### src/rtl/mem_write_checker_table.sv
// Expected-write table: DEPTH x W register file, one synchronous write, one combinational read.
module exp_table_ram #(
    parameter int DEPTH = 16,
    parameter int W     = 64
) (
    input  logic                     clk,
    input  logic                     i_we,
    input  logic [$clog2(DEPTH)-1:0] i_waddr,
    input  logic [W-1:0]             i_wdata,
    input  logic [$clog2(DEPTH)-1:0] i_raddr,
    output logic [W-1:0]             o_rdata
);

    logic [W-1:0] r_mem [DEPTH];

    // Table write; contents survive reset so a bench can reprogram selectively
    always_ff @(posedge clk) begin
        if (i_we) begin
            r_mem[i_waddr] <= i_wdata;
        end
    end

    assign o_rdata = r_mem[i_raddr];

endmodule

### config.mk
export PLATFORM = sky130hd
export DESIGN_NAME = exp_table_ram
export DESIGN_NICKNAME = d
export VERILOG_FILES = /design/src/rtl/mem_write_checker_table.sv
export SDC_FILE = /design/constraint.sdc
export NUM_CORES = 1
export LEC_CHECK = 0
export ABC_AREA = 1
export BUFFER_PORTS_ARGS = -buffer_cell sky130_fd_sc_hd__buf_2
export CELL_PAD_IN_SITES_DETAIL_PLACEMENT = 0
export CELL_PAD_IN_SITES_GLOBAL_PLACEMENT = 1
export CORE_MARGIN = 4
export CORE_UTILIZATION = 46
export CTS_BUF_LIST = sky130_fd_sc_hd__clkbuf_4
export DETAILED_ROUTE_END_ITERATION = 8
export HOLD_SLACK_MARGIN = 0.02
export PLACE_DENSITY_LB_ADDON = 0.1
export REMOVE_ABC_BUFFERS = 1
export SYNTH_ARGS = -nofsm -noshare
export SYNTH_HDL_FRONTEND = slang
export SYNTH_SLANG_ARGS = --single-unit
### constraint.sdc
create_clock -name clk -period 5.3 [get_ports clk]
set_input_delay 0.53 -clock clk [delete_from_list [all_inputs] [get_ports clk]]
set_output_delay 0.53 -clock clk [all_outputs]
set_load 0.02 [all_outputs]
After elaboration in Yosys (flattened, before gate mapping)
Memories as Yosys holds them, arrays and structs flattened.
Index checks and enable logic that the tools add are counted.
W data, S select, Z words.
{"block": "word_totals", "ff_bits": 0, "ram_bits": 1024, "out_inout_bits": 64, "mem_count": 1}
{"memory": "r_mem", "depth": 16, "word_bits": 64, "rd": 1, "rd_ports_with_merged_regs": 0, "wr": 1, "line_no": "14", "text": "logic [W-1:0] r_mem [DEPTH];"}
{"block": "op_classes", "mux": 2}
{"cell": "$mux W1", "n": 2}

Longest topological paths before layout
{"block": "depth", "depth_word": 2, "ltp_mapped": 10, "mapped_depth_nobuf": 7}

Worst setup path before layout
Ideal clock, no wire load.
{"block": "synth_timing", "kind": "in2reg", "startpoint": "input port i_waddr[2]", "endpoint": "memory r_mem[10][0], enable pin", "setup_ps": 486, "t_arrival_ps": 3422, "t_required_ps": 4814, "path_slack_ps": 1391, "path_stages": 2, "n_path_buf": 0, "path_cell_list": "nand3b_1 nor2_1"}
{"item": "start: declaration", "line_no": "8", "text": "input logic [$clog2(DEPTH)-1:0] i_waddr,"}
{"item": "end: declaration", "line_no": "14"}
No word-level cell before the write port.

Worst setup path after layout
{"block": "layout_timing", "startpoint": "input port i_raddr[1]", "endpoint": "output port o_rdata[33]"}
{"block": "layout_between", "elab_chain_len": 1}
{"item": "start: declaration", "line_no": "10", "text": "input logic [$clog2(DEPTH)-1:0] i_raddr,"}
{"item": "$mem_v2 Z16 W64"}
{"item": "end: declaration", "line_no": "11", "text": "output logic [W-1:0] o_rdata"}
No other way between the ends.

==> flow_metrics.tcl <==
set metrics [dict create \
    largest_reg_flops 1024 \
    gp_congestion 0.7279 \
    final_common_cell "nand2_1" \
    synth_seq_cells 1024 \
    synthAdderAreaFrac_pct 0 \
    synth_top_family_by_area "simple AND/OR/NAND/NOR gates" \
    max_freq_mhz 288.5 \
    antenna_left 0 \
    grt_setup_unrepaired "no" \
    cap_violations 0 \
    p_leak_nw 21.50 \
    drive_above_1_share_pct 13.71 \
    firstDrtPassIters 5 \
    wirelength_um 114100 \
    cp_cell_sequence "buf_8 -> inv_8 -> buf_4 -> nand3_1 -> nand3_1 -> nand3_1 -> nand2_1 -> buf_2" \
    muxShareOfSynthArea_pct 0 \
    grt_pass1_vias 28210 \
    setup_viol 0 \
    syn2layout_area_growth_pct 12.97 \
    crit_top_cell "nand3_1" \
    hpwl_um 51190 \
    numCtsBuffers 291 \
    synth.avg_cell_area_um2 10.61 \
    syn_inst 4146 \
    largest_register "r_mem" \
    crit_slowest_cell "inv_8" \
    fp-row-count 113 \
    cts_tree "done" \
    slew_viol_final 0 \
    ys_top_cells_by_area "edfxtp_1 (70%), nand2_1 (12%), nand3_1 (8.7%), inv_1 (6.6%), buf_2 (1.3%)" \
    die_h_um 317.3 \
    drc 0 \
    slew_headroom_pct 24.48 \
    tightest_slew_ps 1133 \
    crit_path_start_kind "input port" \
    avgRoutedWirePerCell_um 19.30 \
    synth.distinct_cells 14 \
    hold_viol_final 0 \
    use_met1_pct 31.84 \
    first_iter_violations 2335 \
    min_period_over_period_pct 65.40 \
    synth-simple-area-share_pct 20.43 \
    grt_util_met2_pct 36.60 \
    fillers 8715 \
    arrival_ps 2940 \
    overflow 0 \
    yosys.area_share.xor_xnor_pct 0 \
    clk_pin_slew_ps 60 \
    io_buffers 137 \
    postLayoutCellArea_um2 49710 \
    reg_top3 "r_mem: 1024 flops" \
    dieArea_um2 100700 \
    antenna_found_initial 7 \
    num_vias 28810 \
    dieWidth_um 317.3 \
    grt_max_degree 198 \
    hp-class "in2reg" \
    yosysTopAreaCell "edfxtp_1" \
    grt_pass1_wl_um 172700 \
    critPathRequiredTime_ps 4770 \
    grt_use_met3_pct 4.607 \
    gr-usage-all-layers_pct 22.89 \
    dpl_cell_area_um2 45620 \
    critPathMaxStageDelay_ps 740 \
    final_nets 4545 \
    p_total_mw 17.21 \
    clockRootBuffer "clkbuf_4" \
    vdd_drop_max_mv 0.1841 \
    setup_tns_ps 0 \
    clock_path_buffers 4 \
    synth_top_area_share_pct 69.88 \
    powerDensity_nw_per_um2 346.3 \
    yosysSeqAreaShare_pct 69.88 \
    ios 138 \
    crit_type "in2out" \
    fin_crit_ps 3466 \
    path_max_fanout 116 \
    synthesis.area_um2 44000 \
    worstSetupEndpointType "output port" \
    grt-busiest-layer "met2" \
    start_util_pct 46.32 \
    ys_warn_count 0 \
    cts.sinks 1024 \
    outcome "finished clean" \
    via_per_inst 4.872 \
    postCtsSetupRepairBufs 0 \
    synth_compound_area_share_pct 0 \
    cts_max_level 5 \
    final_cell_mix "nand2_1 (1,349), edfxtp_1 (1,024), inv_1 (770)" \
    core_um2 95010 \
]
-- cells in the mapped netlist, drive strengths merged --
library cell,number
nand2,1349
edfxtp,1024
inv,774
nand3,769
buf,190
clkbuf,21
nor2,17
nand3b,2
-- metal layers --
layer,vias up,wire [um]
li1,14200,-
met1,13650,51920
met2,782,53410
met3,173,6494
met4,6,2257
met5,-,41
-- what timing repair did --
item                                     CTS  global route
resized for setup                          0             0
endpoints found under the setup margin     0             0
hold endpoints to repair                1024             0
hold buffers                              64             0
-- per-stage QoR --
step | hold slack, ps | std cells | utilization, % | setup WS (ps)
finish | 269.3 | 5913 | 52.32 | 1834
global route | 200.8 | 5912 | 52.32 | 1716
CTS | 119.1 | 5910 | 52.31 | 1900
detailed placement | 921.3 | 5379 | 48.02 | 1909
global placement | 917.1 | 5379 | 48.02 | 1917
floorplan | 628.9 | 3935 | - | 1391
-- cells by family (layout without fill, tap and decap cells) --
kind of cell,Yosys count,count (layout)
buf+inv,985,1484
flops,1024,1024
other cells,0,3
simple gates,2137,2137
-- critical path: cells and delay by family --
family | cells | cell delay (ps)
buf+inv | 4 | 1610
simple gates | 4 | 600
-- where the power goes --
group          leakage [nW]  total (mW)  internal, mW  switching (mW)
sequential             9.25        9.11          9.08          0.0324
combinational          10.2        1.19         0.326           0.864
clock                  2.09        6.91          3.80            3.12
total                  21.5        17.2          13.2            4.01
-- area by class of cell --
class	instances	area, um^2	area share [%]
antenna	3	7.507	0.01510
clock buffer	429	3221	6.479
clock inverter	38	222.7	0.4480
inverter	774	2947	5.927
multi-input combinational	2137	9111	18.33
sequential	1024	30750	61.86
tap	1265	1583	3.184
timing repair buffer	243	1871	3.763
-- path summary, 6_finish.rpt --
path              slack, ps                endpoint  cells after the start  startpoint
hold / removal          270  r_mem[9][61]$_DFFE_PP_                      3  i_waddr[0]
setup / recovery       1830             o_rdata[33]                      8  i_raddr[1]
No activity file was read; power rests on OpenSTA's default activity.
